### config.mk
export PLATFORM = sky130hd
export DESIGN_NAME = id_ex_stage
export DESIGN_NICKNAME = d
export VERILOG_FILES = /design/src/rtl/mips_pkg.sv /design/src/rtl/alu_control.sv /design/src/rtl/id_ex_stage.sv
export SDC_FILE = /design/constraint.sdc
export NUM_CORES = 1
export LEC_CHECK = 0
export CAP_MARGIN = 40
export CORE_MARGIN = 4
export CORE_UTILIZATION = 43
export DETAILED_ROUTE_END_ITERATION = 10
export PLACE_DENSITY = 0.82
export SLEW_MARGIN = 20
export SYNTH_ARGS = -nofsm -noshare
export SYNTH_HDL_FRONTEND = slang
export SYNTH_SLANG_ARGS = --single-unit
### constraint.sdc
create_clock -name clk -period 2.92 [get_ports clk]
set_clock_uncertainty 0.05 [all_clocks]
set_input_delay 0.438 -clock clk [delete_from_list [all_inputs] [get_ports clk]]
set_output_delay 0.438 -clock clk [all_outputs]
set_load 0.05 [all_outputs]
### src/rtl/mips_pkg.sv
// mips_pkg: shared widths, ALUOp codes, R-type funct constants and ALU
// operation encodings for the ID/EX stage and its ALU-control decoder.
package mips_pkg;

    localparam int DW = 32;   // datapath width
    localparam int RW = 5;    // register-index width

    // ALUOp as produced by the main decoder
    typedef enum logic [1:0] {
        ALUOP_ADD   = 2'b00,
        ALUOP_SUB   = 2'b01,
        ALUOP_RTYPE = 2'b10,
        ALUOP_OR    = 2'b11
    } aluop_e;

    // R-type funct field values understood by the ALU
    localparam logic [5:0] FN_ADD = 6'h20;
    localparam logic [5:0] FN_SUB = 6'h22;
    localparam logic [5:0] FN_AND = 6'h24;
    localparam logic [5:0] FN_OR  = 6'h25;
    localparam logic [5:0] FN_SLT = 6'h2A;

    // 3-bit ALU operation select
    localparam logic [2:0] OP_AND = 3'b000;
    localparam logic [2:0] OP_OR  = 3'b001;
    localparam logic [2:0] OP_ADD = 3'b010;
    localparam logic [2:0] OP_SUB = 3'b110;
    localparam logic [2:0] OP_SLT = 3'b111;

endpackage

### src/rtl/alu_control.sv
// alu_control: combinational ALUOp/funct -> ALU operation decoder.
// Ports:
//   alu_op    in  2  ALUOp from the main decoder
//   funct     in  6  instr[5:0]
//   operation out 3  ALU operation select
//   illegal   out 1  R-type with a funct the ALU does not implement
//                    (raw; the caller qualifies it with instruction validity)
module alu_control (
    input  logic [1:0] alu_op,
    input  logic [5:0] funct,
    output logic [2:0] operation,
    output logic       illegal
);
    import mips_pkg::*;

    always_comb begin
        operation = OP_ADD;
        illegal   = 1'b0;
        case (aluop_e'(alu_op))
            ALUOP_ADD: operation = OP_ADD;
            ALUOP_SUB: operation = OP_SUB;
            ALUOP_OR:  operation = OP_OR;
            default: begin
                case (funct)
                    FN_ADD:  operation = OP_ADD;
                    FN_SUB:  operation = OP_SUB;
                    FN_AND:  operation = OP_AND;
                    FN_OR:   operation = OP_OR;
                    FN_SLT:  operation = OP_SLT;
                    default: begin
                        // unknown funct falls back to add so the ALU output stays defined
                        operation = OP_ADD;
                        illegal   = 1'b1;
                    end
                endcase
            end
        endcase
    end

endmodule

### src/rtl/id_ex_stage.sv
// id_ex_stage: ID/EX pipeline register plus EX-side operand preparation.
// Captures decoded fields each cycle (flush > hold > load), decodes the ALU
// operation from the registered ALUOp/funct, resolves EX/MEM and MEM/WB
// forwarding onto the ALU operands and flags load-use hazards.
// Ports:
//   clk, rst_n              clock (rising) / async active-low reset
//   hold, flush             freeze contents / insert bubble on next edge
//   id_*                    decoded instruction fields from ID
//   exmem_*, memwb_*        forwarding sources (write enable, index, value)
//   alu_a, alu_b            ALU operands
//   alu_operation           3-bit ALU select; ex_illegal flags bad R-type funct
//   ex_store_data           forwarded rt value for stores
//   ex_dest                 selected destination register index
//   ex_valid, ex_* controls registered control bits
//   load_use_hazard         EX load targets a register the ID instruction reads
module id_ex_stage #(
    parameter int DW = 32,
    parameter int RW = 5
) (
    input  logic          clk,
    input  logic          rst_n,
    input  logic          hold,
    input  logic          flush,
    input  logic          id_valid,
    input  logic [DW-1:0] id_rs_data,
    input  logic [DW-1:0] id_rt_data,
    input  logic [DW-1:0] id_imm,
    input  logic [RW-1:0] id_rs,
    input  logic [RW-1:0] id_rt,
    input  logic [RW-1:0] id_rd,
    input  logic [1:0]    id_alu_op,
    input  logic [5:0]    id_funct,
    input  logic          id_alu_src,
    input  logic          id_reg_dst,
    input  logic          id_reg_write,
    input  logic          id_mem_read,
    input  logic          id_mem_write,
    input  logic          id_mem_to_reg,
    input  logic          id_branch,
    input  logic          exmem_reg_write,
    input  logic [RW-1:0] exmem_rd,
    input  logic [DW-1:0] exmem_result,
    input  logic          memwb_reg_write,
    input  logic [RW-1:0] memwb_rd,
    input  logic [DW-1:0] memwb_result,
    output logic [DW-1:0] alu_a,
    output logic [DW-1:0] alu_b,
    output logic [2:0]    alu_operation,
    output logic [DW-1:0] ex_store_data,
    output logic [RW-1:0] ex_dest,
    output logic          ex_valid,
    output logic          ex_reg_write,
    output logic          ex_mem_read,
    output logic          ex_mem_write,
    output logic          ex_mem_to_reg,
    output logic          ex_branch,
    output logic          ex_illegal,
    output logic          load_use_hazard
);
    import mips_pkg::*;

    logic          vld_p1;
    logic          reg_write_p1, mem_read_p1, mem_write_p1, mem_to_reg_p1, branch_p1;
    logic          alu_src_p1;
    logic [1:0]    alu_op_p1;
    logic [5:0]    funct_p1;
    logic [DW-1:0] rs_data_p1, rt_data_p1, imm_p1;
    logic [RW-1:0] rs_p1, rt_p1, dest_p1;

    // ---- ID -> EX boundary ----
    always_ff @(posedge clk or negedge rst_n) begin
        if (!rst_n) begin
            vld_p1        <= 1'b0;
            reg_write_p1  <= 1'b0;
            mem_read_p1   <= 1'b0;
            mem_write_p1  <= 1'b0;
            mem_to_reg_p1 <= 1'b0;
            branch_p1     <= 1'b0;
            alu_src_p1    <= 1'b0;
            alu_op_p1     <= '0;
            funct_p1      <= '0;
            rs_data_p1    <= '0;
            rt_data_p1    <= '0;
            imm_p1        <= '0;
            rs_p1         <= '0;
            rt_p1         <= '0;
            dest_p1       <= '0;
        end else if (flush) begin
            vld_p1        <= 1'b0;
            reg_write_p1  <= 1'b0;
            mem_read_p1   <= 1'b0;
            mem_write_p1  <= 1'b0;
            mem_to_reg_p1 <= 1'b0;
            branch_p1     <= 1'b0;
            alu_src_p1    <= 1'b0;
            alu_op_p1     <= '0;
            funct_p1      <= '0;
            rs_data_p1    <= '0;
            rt_data_p1    <= '0;
            imm_p1        <= '0;
            rs_p1         <= '0;
            rt_p1         <= '0;
            dest_p1       <= '0;
        end else if (!hold) begin
            // a bubble (id_valid=0) still moves data but never any side-effecting control
            vld_p1        <= id_valid;
            reg_write_p1  <= id_valid & id_reg_write;
            mem_read_p1   <= id_valid & id_mem_read;
            mem_write_p1  <= id_valid & id_mem_write;
            mem_to_reg_p1 <= id_valid & id_mem_to_reg;
            branch_p1     <= id_valid & id_branch;
            alu_src_p1    <= id_alu_src;
            alu_op_p1     <= id_alu_op;
            funct_p1      <= id_funct;
            rs_data_p1    <= id_rs_data;
            rt_data_p1    <= id_rt_data;
            imm_p1        <= id_imm;
            rs_p1         <= id_rs;
            rt_p1         <= id_rt;
            dest_p1       <= id_reg_dst ? id_rd : id_rt;
        end
    end

    // Most recent producer wins; register 0 is hardwired and never forwarded.
    function automatic logic [DW-1:0] fwd_sel(
        input logic [RW-1:0] src,
        input logic [DW-1:0] regval,
        input logic          em_we,
        input logic [RW-1:0] em_rd,
        input logic [DW-1:0] em_val,
        input logic          mw_we,
        input logic [RW-1:0] mw_rd,
        input logic [DW-1:0] mw_val
    );
        if (em_we && (em_rd != '0) && (em_rd == src))
            return em_val;
        else if (mw_we && (mw_rd != '0) && (mw_rd == src))
            return mw_val;
        else
            return regval;
    endfunction

    logic [DW-1:0] fwd_a, fwd_b;
    logic          illegal_raw;

    assign fwd_a = fwd_sel(rs_p1, rs_data_p1, exmem_reg_write, exmem_rd, exmem_result,
                           memwb_reg_write, memwb_rd, memwb_result);
    assign fwd_b = fwd_sel(rt_p1, rt_data_p1, exmem_reg_write, exmem_rd, exmem_result,
                           memwb_reg_write, memwb_rd, memwb_result);

    alu_control u_alu_control (
        .alu_op    (alu_op_p1),
        .funct     (funct_p1),
        .operation (alu_operation),
        .illegal   (illegal_raw)
    );

    assign alu_a         = fwd_a;
    assign alu_b         = alu_src_p1 ? imm_p1 : fwd_b;
    assign ex_store_data = fwd_b;
    assign ex_dest       = dest_p1;
    assign ex_valid      = vld_p1;
    assign ex_reg_write  = reg_write_p1;
    assign ex_mem_read   = mem_read_p1;
    assign ex_mem_write  = mem_write_p1;
    assign ex_mem_to_reg = mem_to_reg_p1;
    assign ex_branch     = branch_p1;
    assign ex_illegal    = illegal_raw & vld_p1;

    // compares against the live ID indices, so it stays meaningful while held
    assign load_use_hazard = mem_read_p1 & vld_p1 & (dest_p1 != '0) &
                             ((dest_p1 == id_rs) | (dest_p1 == id_rt));

endmodule

Word level (Yosys, flattened, before mapping) --
Index checks and enable logic that the tools add are counted. Widths: inputs -> output; s select.
Cells by class: equal/unequal tests 14, multiplexer cells 40, reductions and logical operators 12, bitwise logic cells 10
Operators by type and width (count):
- $mux 32 | 11
- $mux 5 | 7
- $eq 5x5->1 | 6
- $eq 6x6->1 const B | 5
- $mux 1 | 16
- $reduce_bool 5->1 | 3
- $mux 6 | 2
- $pmux 3 s4 | 1
- $and 1x1->1 | 9
- $pmux 3 s3 | 1
- $logic_and 1x1->1 | 6
- $reduce_or 5->1 | 1
- $mux 2 | 2
- $reduce_or 3->1 | 1
- $eq 2x1->1 const B | 1
- $eq 2x2->1 const B | 1
- $logic_not 2->1 | 1
- $ne 2x1->1 const B | 1
- $or 1x1->1 | 1
Storage, ports and cells: flip-flop bits (word level) 126, output and inout bits 112

Longest topological paths before layout --
Gate-level depths: netlist of run 1.
word-level depth 6, mapped depth 7, depth with buffers taken out 5

Modules after synthesis --
Synthesis of run 1 repeated with hierarchy kept, for this count alone.
Unflattened totals: cell total of the unflattened synthesis 810, area, all modules 7782.5 um^2
Modules (own cells, without submodules):
- id_ex_stage | times used 1, sequential area each 3153.0 um^2, cells an instance 795, area each 7674.9 um^2
- alu_control | times used 1, sequential area each 0.0 um^2, cells an instance 15, area each 107.6 um^2

Worst setup path before layout of run 1 --
Ideal clock, no wire load.
path type input to output, start point input exmem_rd[1], end point output alu_b[30], cell stages on the path 6, arrival 2.813 ns, path slack -0.381 ns, path through or4_4 > o211ai_4 > buf_2 > nor3_1 > a31oi_1 > mux2_2
Between the ends: word-level cells in the longest chain between the ends 5
Ends and longest elaborated chain:
- start: declaration | RTL line id_ex_stage.sv:41 | input logic [RW-1:0] exmem_rd,
- $reduce_bool 5->1 | RTL line id_ex_stage.sv:135 | if (em_we && (em_rd != '0) && (em_rd == src))
- $logic_and 1x1->1 | RTL line id_ex_stage.sv:135
- $logic_and 1x1->1 (*) | RTL line id_ex_stage.sv:135
- $mux 32 (*) | RTL line id_ex_stage.sv:135
- net ex_store_data[30] | RTL line id_ex_stage.sv:49 | output logic [DW-1:0] ex_store_data,
- $mux 32 (*) | RTL line id_ex_stage.sv:159 | assign alu_b = alu_src_p1 ? imm_p1 : fwd_b;
- end: declaration | RTL line id_ex_stage.sv:47 | output logic [DW-1:0] alu_b,
The timed path passes the listed nets; every way through them passes the cells marked *.

Worst setup path after layout of run 1 --
start point input exmem_rd[3], end point output alu_b[25]
Between the ends: word-level cells in the longest chain between the ends 5
Ends and longest elaborated chain (RTL line):
- $reduce_bool 5->1 | id_ex_stage.sv:135
- $logic_and 1x1->1 | id_ex_stage.sv:135
- $logic_and 1x1->1 (*) | id_ex_stage.sv:135
- $mux 32 (*) | id_ex_stage.sv:135
- $mux 32 (*) | id_ex_stage.sv:159
Every way passes the cells marked *; elsewhere a longest branch is shown, timed or not.

==> impl_metrics.tcl, run 1 <==
set metrics [dict create \
    placed_area_mm2 0.01213 \
    hold_path_class "reg2reg" \
    syn_inst 779 \
    die_area_mm2 0.02054 \
    grt_pass1_wl_um 47490 \
    start_kind "input pin" \
    numCtsBuffers 17 \
    regToRegSetupSlack_ns 1.50 \
    ys_seq_area_share_pct 40.05 \
    grt_pass1_vias 8353 \
    synth-seq-cells 126 \
    routed_wl_um 34320 \
    synthToLayoutAreaGrowth_pct 83.42 \
    finalNetCount 1362 \
    die_h_um 143.3 \
    synth.distinct_cells 38 \
    period_needed_ns 3.064 \
    post-route-period-util_pct 104.9 \
    violations "negative setup slack" \
    max_freq_mhz 326.3 \
    start_util_pct 43.83 \
    setup_viol 38 \
    coreArea_mm2 0.01796 \
    syn_avg_cell_area_um2 10.11 \
    cellLeakagePower_uw 0.006133 \
    syn_nets 986 \
    place_hpwl_um 20610 \
    clock_latency_ns 0.40 \
    first_pass_iters 5 \
    drcViolationCount 0 \
    relSlewSlack_pct 50.97 \
    layout_setup_ws_ns -0.1444 \
    yosysWarningCount 0 \
    top_regs "imm_p1: 32 flops, rs_data_p1: 32 flops, rt_data_p1: 32 flops" \
    cap_viol_max_count 0 \
    antenna_found_initial 0 \
    final_hold_viol_count 0 \
    clock_path_buffers 2 \
    worst_ep_arrival_time_ns 2.58 \
    rsz0062_at_grt "yes" \
    ant_nets 0 \
    wl_per_cell_um 24.57 \
    grtUsageTotal_pct 30.13 \
    cts_max_level 4 \
    crit_fanout 8 \
    clk_pin_slew_worst_paths_ns 0.06 \
    final_cell_area_mm2 0.01444 \
    finalSetupTns_ns -2.140 \
    worst_pin_slew_ns 0.7354 \
    crit_path_end_kind "output pin" \
    ir_drop_mv 0.4374 \
    avgViaCountPerCell 5.747 \
    required_ns 2.43 \
    cts_root_buf "clkbuf_16" \
    gr-total-overflow 0 \
    finalPower_uw 6425 \
    place.port_buffers 318 \
    drv_slew 0 \
    drt_iter0_markers 534 \
    cts_tree "built" \
    place.gp.congestion 0.8547 \
    syn_area_mm2 0.007873 \
    vias 8029 \
    status "finished, violations left" \
    num_rows 49 \
    grt_max_degree 57 \
    die-width_um 143.3 \
    drive_gt1_share_pct 37.93 \
    cts_sinks 126 \
    power_density_mw_per_mm2 444.9 \
    diodes 0 \
    ios 319 \
    critPathKind "in2out" \
]
-- layout by cell type, fill, tap and decap left out, types with 28 or more instances in the layout --
master and n:
clkdlybuf4s50_1 206, nor2_1 159, mux2i_1 144, dfrtp_1 123, buf_12 57, buf_4 54, buf_6 42, buf_8 39
a31oi_4 30, a21oi_2 28
-- power breakdown --
group,total (µW),switching [µW],internal (µW)
clock network,2190,806,1380
logic,2290,1190,1100
registers,1940,99.6,1840
total,6420,2100,4330
-- routing by layer --
layer / vias to the layer above / track usage, % / wire [µm]
met5: - / 0 / 0
met4: 0 / 9.514 / 1108
met3: 84 / 5.990 / 2664
met2: 447 / 52.47 / 17740
met1: 3976 / 37.82 / 12810
li1: 3522 / - / -
-- per-stage QoR --
stage / util, % / setup WS [ns] / instances / hold WS [ns]
after CTS: 76.51 / -0.07983 / 1393 / 0.4455
final: 80.39 / -0.1444 / 1397 / 0.4637
after floorplan: - / -0.06619 / 779 / 0.09241
after global placement: 67.55 / -0.2852 / 1335 / 0.3720
after global routing: 80.39 / -0.2181 / 1397 / 0.4770
after detailed placement: 67.55 / -0.3205 / 1335 / 0.3760
-- what timing repair did --
item                       4_1_cts  5_1_grt
gates resized for setup        167      139
setup endpoints to repair       97       91
cloned                          10        3
hold endpoints to repair        51        0
hold buffers                     1        0
setup buffers                   17        6
pin swaps                       13       17
-- Yosys cell counts (all sizes together) --
library cell,n,area [µm²]
nor2b,2,12.51
nor4b,3,32.53
or4b,1,13.76
a221oi,1,8.760
nand3,35,175.2
nor3,35,175.2
nand2b,1,6.260
o21ai,34,170.2
nand4,2,12.51
o22ai,1,6.260
nor4,1,12.51
mux2,32,360.4
or4,4,37.53
a21oi,40,200.2
o211ai,3,41.29
inv,2,7.510
xnor2,17,148.9
dfrtp,126,3153
or2,1,6.260
nand2,3,11.26
xor2,13,113.9
clkbuf,38,142.6
nor2,165,619.3
o211a,1,10.01
buf,28,175.2
a211oi,1,7.510
mux2i,153,1531
a22oi,4,30.03
a31oi,32,650.6
-- final cells by class --
type,count,area [µm²]
multi-input cells,585,5289
repair buffers,423,5100
fillers,1022,3523
flip-flops and latches,126,3157
clock buffers,21,460.4
well taps,229,286.5
clock inverters,11,140.1
inverters,2,7.507
-- worst paths after layout --
kind,from,endpoint,cells past startpoint
min in group asynchronous,rst_n,imm_p1[9]$_DFFE_PN0P_,2
max,exmem_rd[3],alu_b[25],11
max reg2reg,alu_src_p1$_DFFE_PN0P_,alu_src_p1$_DFFE_PN0P_,3
min,imm_p1[18]$_DFFE_PN0P_,imm_p1[18]$_DFFE_PN0P_,2
min reg2reg,imm_p1[18]$_DFFE_PN0P_,imm_p1[18]$_DFFE_PN0P_,2
max in group asynchronous,rst_n,rs_data_p1[21]$_DFFE_PN0P_,3
-- logic make-up (layout without fill, tap and decap cells) --
group / count (synthesis) / count (layout) / synth area share [%]
AO/OA/AOI/OAI: 117 / 117 / 14.29
flip-flops: 126 / 126 / 40.05
AND/OR/NAND/NOR: 253 / 253 / 14.16
multiplexers: 185 / 185 / 24.03
buffers and inverters: 68 / 457 / 4.132
XOR/XNOR: 30 / 30 / 3.338
-- critical path, cell delays in order --
cell	delay, ns
dlygate4sd2_1	0.25
buf_4	0.14
xnor2_1	0.26
o211ai_4	0.13
buf_6	0.14
buf_4	0.13
buf_12	0.14
nor3_1	0.38
a31oi_4	0.08
mux2_4	0.31
buf_8	0.15
(Power assumes the default switching activity.)
==> run 2, diff against run 1 <==
CORE_ASPECT_RATIO = 0.75   (was default)
==> impl_metrics.tcl, run 2 (synthesized netlist as in run 1, its figures left out) <==
set metrics [dict create \
    status "finished, violations left" \
    violations "negative setup slack" \
    die_area_mm2 0.02056 \
    seq_area_mm2 0.003156 \
    cts_max_level 4 \
    gr-total-overflow 0 \
    setup_viol 32 \
    start_kind "register" \
    ios 319 \
    ant_nets 0 \
    dp.cells 1339 \
    fillCellCount 1106 \
    worst_ep_arrival_time_ns 2.56 \
    power_density_mw_per_mm2 444.3 \
    crit_chain "xor2_2, or4b_4, buf_12, o21ai_2, a31oi_4, mux2_2, buf_4" \
    antenna_found_initial 3 \
    start_util_pct 44.19 \
    max_stage_delay_ns 0.57 \
    drive_gt1_share_pct 34.69 \
    whs_ns 0.4618 \
    drv_slew 0 \
    clk_pin_slew_worst_paths_ns 0.06 \
    crit_buf_inv 2 \
    required_ns 2.43 \
    crit_family "simple AND/OR/NAND/NOR gates" \
    numCtsBuffers 17 \
    clock_latency_ns 0.42 \
    cts_tree "built" \
    grt_max_degree 59 \
    critPathKind "reg2out" \
    min_from "flush" \
    cellLeakagePower_uw 0.005914 \
    grtUsageTotal_pct 29.59 \
    crit_fanout 15 \
    diodes 0 \
    place.port_buffers 318 \
    top_regs "imm_p1: 32 flops, rs_data_p1: 32 flops, rt_data_p1: 32 flops" \
    num_rows 42 \
    coreArea_mm2 0.01781 \
    wl_per_cell_um 22.53 \
    cts_root_buf "clkbuf_16" \
    hold_path_class "in2reg" \
    timing.rr.start "alu_src_p1$_DFFE_PN0P_" \
    drcViolationCount 0 \
    most-common-layout-cells "clkdlybuf4s50_1 (206), nor2_1 (160), mux2i_1 (136), dfrtp_1 (124), buf_4 (72)" \
    grt_pass1_wl_um 47090 \
    vias 7829 \
    ir_drop_mv 0.3348 \
    place_hpwl_um 21350 \
    finalSetupTns_ns -2.705 \
    finalNetCount 1353 \
    clock_path_buffers 2 \
    die_h_um 125.2 \
    first_pass_iters 5 \
    cts_sinks 126 \
    worst_pin_slew_ns 0.6840 \
    period_needed_ns 3.045 \
    post-route-period-util_pct 104.3 \
    grt_pass1_vias 8338 \
    multi_input_area_mm2 0.004990 \
    utilization_pct 77.54 \
    holdPathEnd "rs_data_p1[9]$_DFFE_PN0P_" \
    routed_wl_um 31570 \
    crit_path_end_kind "output pin" \
    r2r-end "alu_src_p1$_DFFE_PN0P_" \
    holdPathStages 2 \
    die-width_um 164.2 \
    avgViaCountPerCell 5.588 \
    cap_viol_max_count 0 \
    relSlewSlack_pct 54.40 \
    drt_iter0_markers 577 \
    synthToLayoutAreaGrowth_pct 75.46 \
    rsz0062_at_grt "yes" \
    r2r_cells 3 \
    layout_setup_ws_ns -0.1246 \
    place.gp.congestion 0.9059 \
    crit_slowest_cell "or4b_4" \
    final_hold_viol_count 0 \
    max_freq_mhz 328.5 \
    regToRegSetupSlack_ns 1.66 \
    final_cells 1401 \
    final_common_cell "clkdlybuf4s50_1" \
]
## run 2: cell types whose count changed in the layout (fill, tap and decap cells not counted), sizes merged
cell / delta
buf: -6
clkbuf: -4
inv: +3
bufinv: -2
clkdlybuf4s15: -1
dlygate4sd2: +1
## run 2: metal layers
| layer | wire length, µm | track usage [%] | up-vias |
|---|---|---|---|
| met1 | 12180 | 35.55 | 3811 |
| li1 | - | - | 3504 |
| met3 | 3117 | 9.803 | 91 |
| met4 | 1028 | 10.16 | 6 |
| met5 | 41 | 0 | - |
| met2 | 15200 | 49.81 | 417 |
## run 2: timing repair
item | CTS | global route
setup endpoints to repair | 98 | 92
endpoints found under the hold margin | 47 | 0
pin swaps | 20 | 13
cloned | 5 | 0
resized for setup | 133 | 63
hold buffers | 1 | 0
setup buffers | 18 | 6
## run 2: worst register-to-register path, delay by kind of cell (launching register included)
| kind | cells | cell delay [ns] |
|---|---|---|
| simple gates | 1 | 0.10 |
| flops | 1 | 0.68 |
| buf+inv | 1 | 0.26 |
| mux | 1 | 0.10 |
## run 2: layout make-up
| type | instances | area share (%) |
|---|---|---|
| inverters | 2 | 0.05435 |
| well taps | 242 | 2.192 |
| clock inverters | 12 | 0.7971 |
| repair buffers | 414 | 34.68 |
| flip-flops and latches | 126 | 22.84 |
| clock buffers | 20 | 3.306 |
| multi-input cells | 585 | 36.12 |
## run 2: worst max-delay path by stage
stage	to	startpoint	slack, ns	cells after the start
2_1_floorplan	alu_b[30]	memwb_rd[4]	-0.07	6
3_3_place_gp	alu_a[14]	memwb_rd[4]	-0.31	8
3_5_place_dp	alu_a[12]	memwb_rd[4]	-0.34	8
4_1_cts	alu_a[1]	rs_p1[4]$_DFFE_PN0P_	-0.13	9
5_1_grt	alu_b[27]	rt_p1[4]$_DFFE_PN0P_	-0.18	7
6_report	alu_b[28]	rt_p1[4]$_DFFE_PN0P_	-0.12	7
## run 2: metrics by stage
step	setup WS [ns]	cell area (µm²)	power, µW
6_report	-0.1246	13810	6137
3_3_place_gp	-0.3124	12150	3829
2_1_floorplan	-0.06619	7990	2919
4_1_cts	-0.1300	13530	6102
5_1_grt	-0.1762	13810	6352
3_5_place_dp	-0.3405	12150	3859
## run 2: power breakdown
group / total (µW) / leakage (µW) / switching [µW] / internal (µW)
clock network: 2070 / 0.000269 / 851 / 1220
logic: 2130 / 0.00397 / 1110 / 1020
registers: 1940 / 0.00167 / 92.4 / 1840
==> run 3, diff against run 2 <==
SLEW_MARGIN = 40   (was 20)
==> results of run 3 <==
No change in the layout: final DEF, timing and power equal those of run 2.
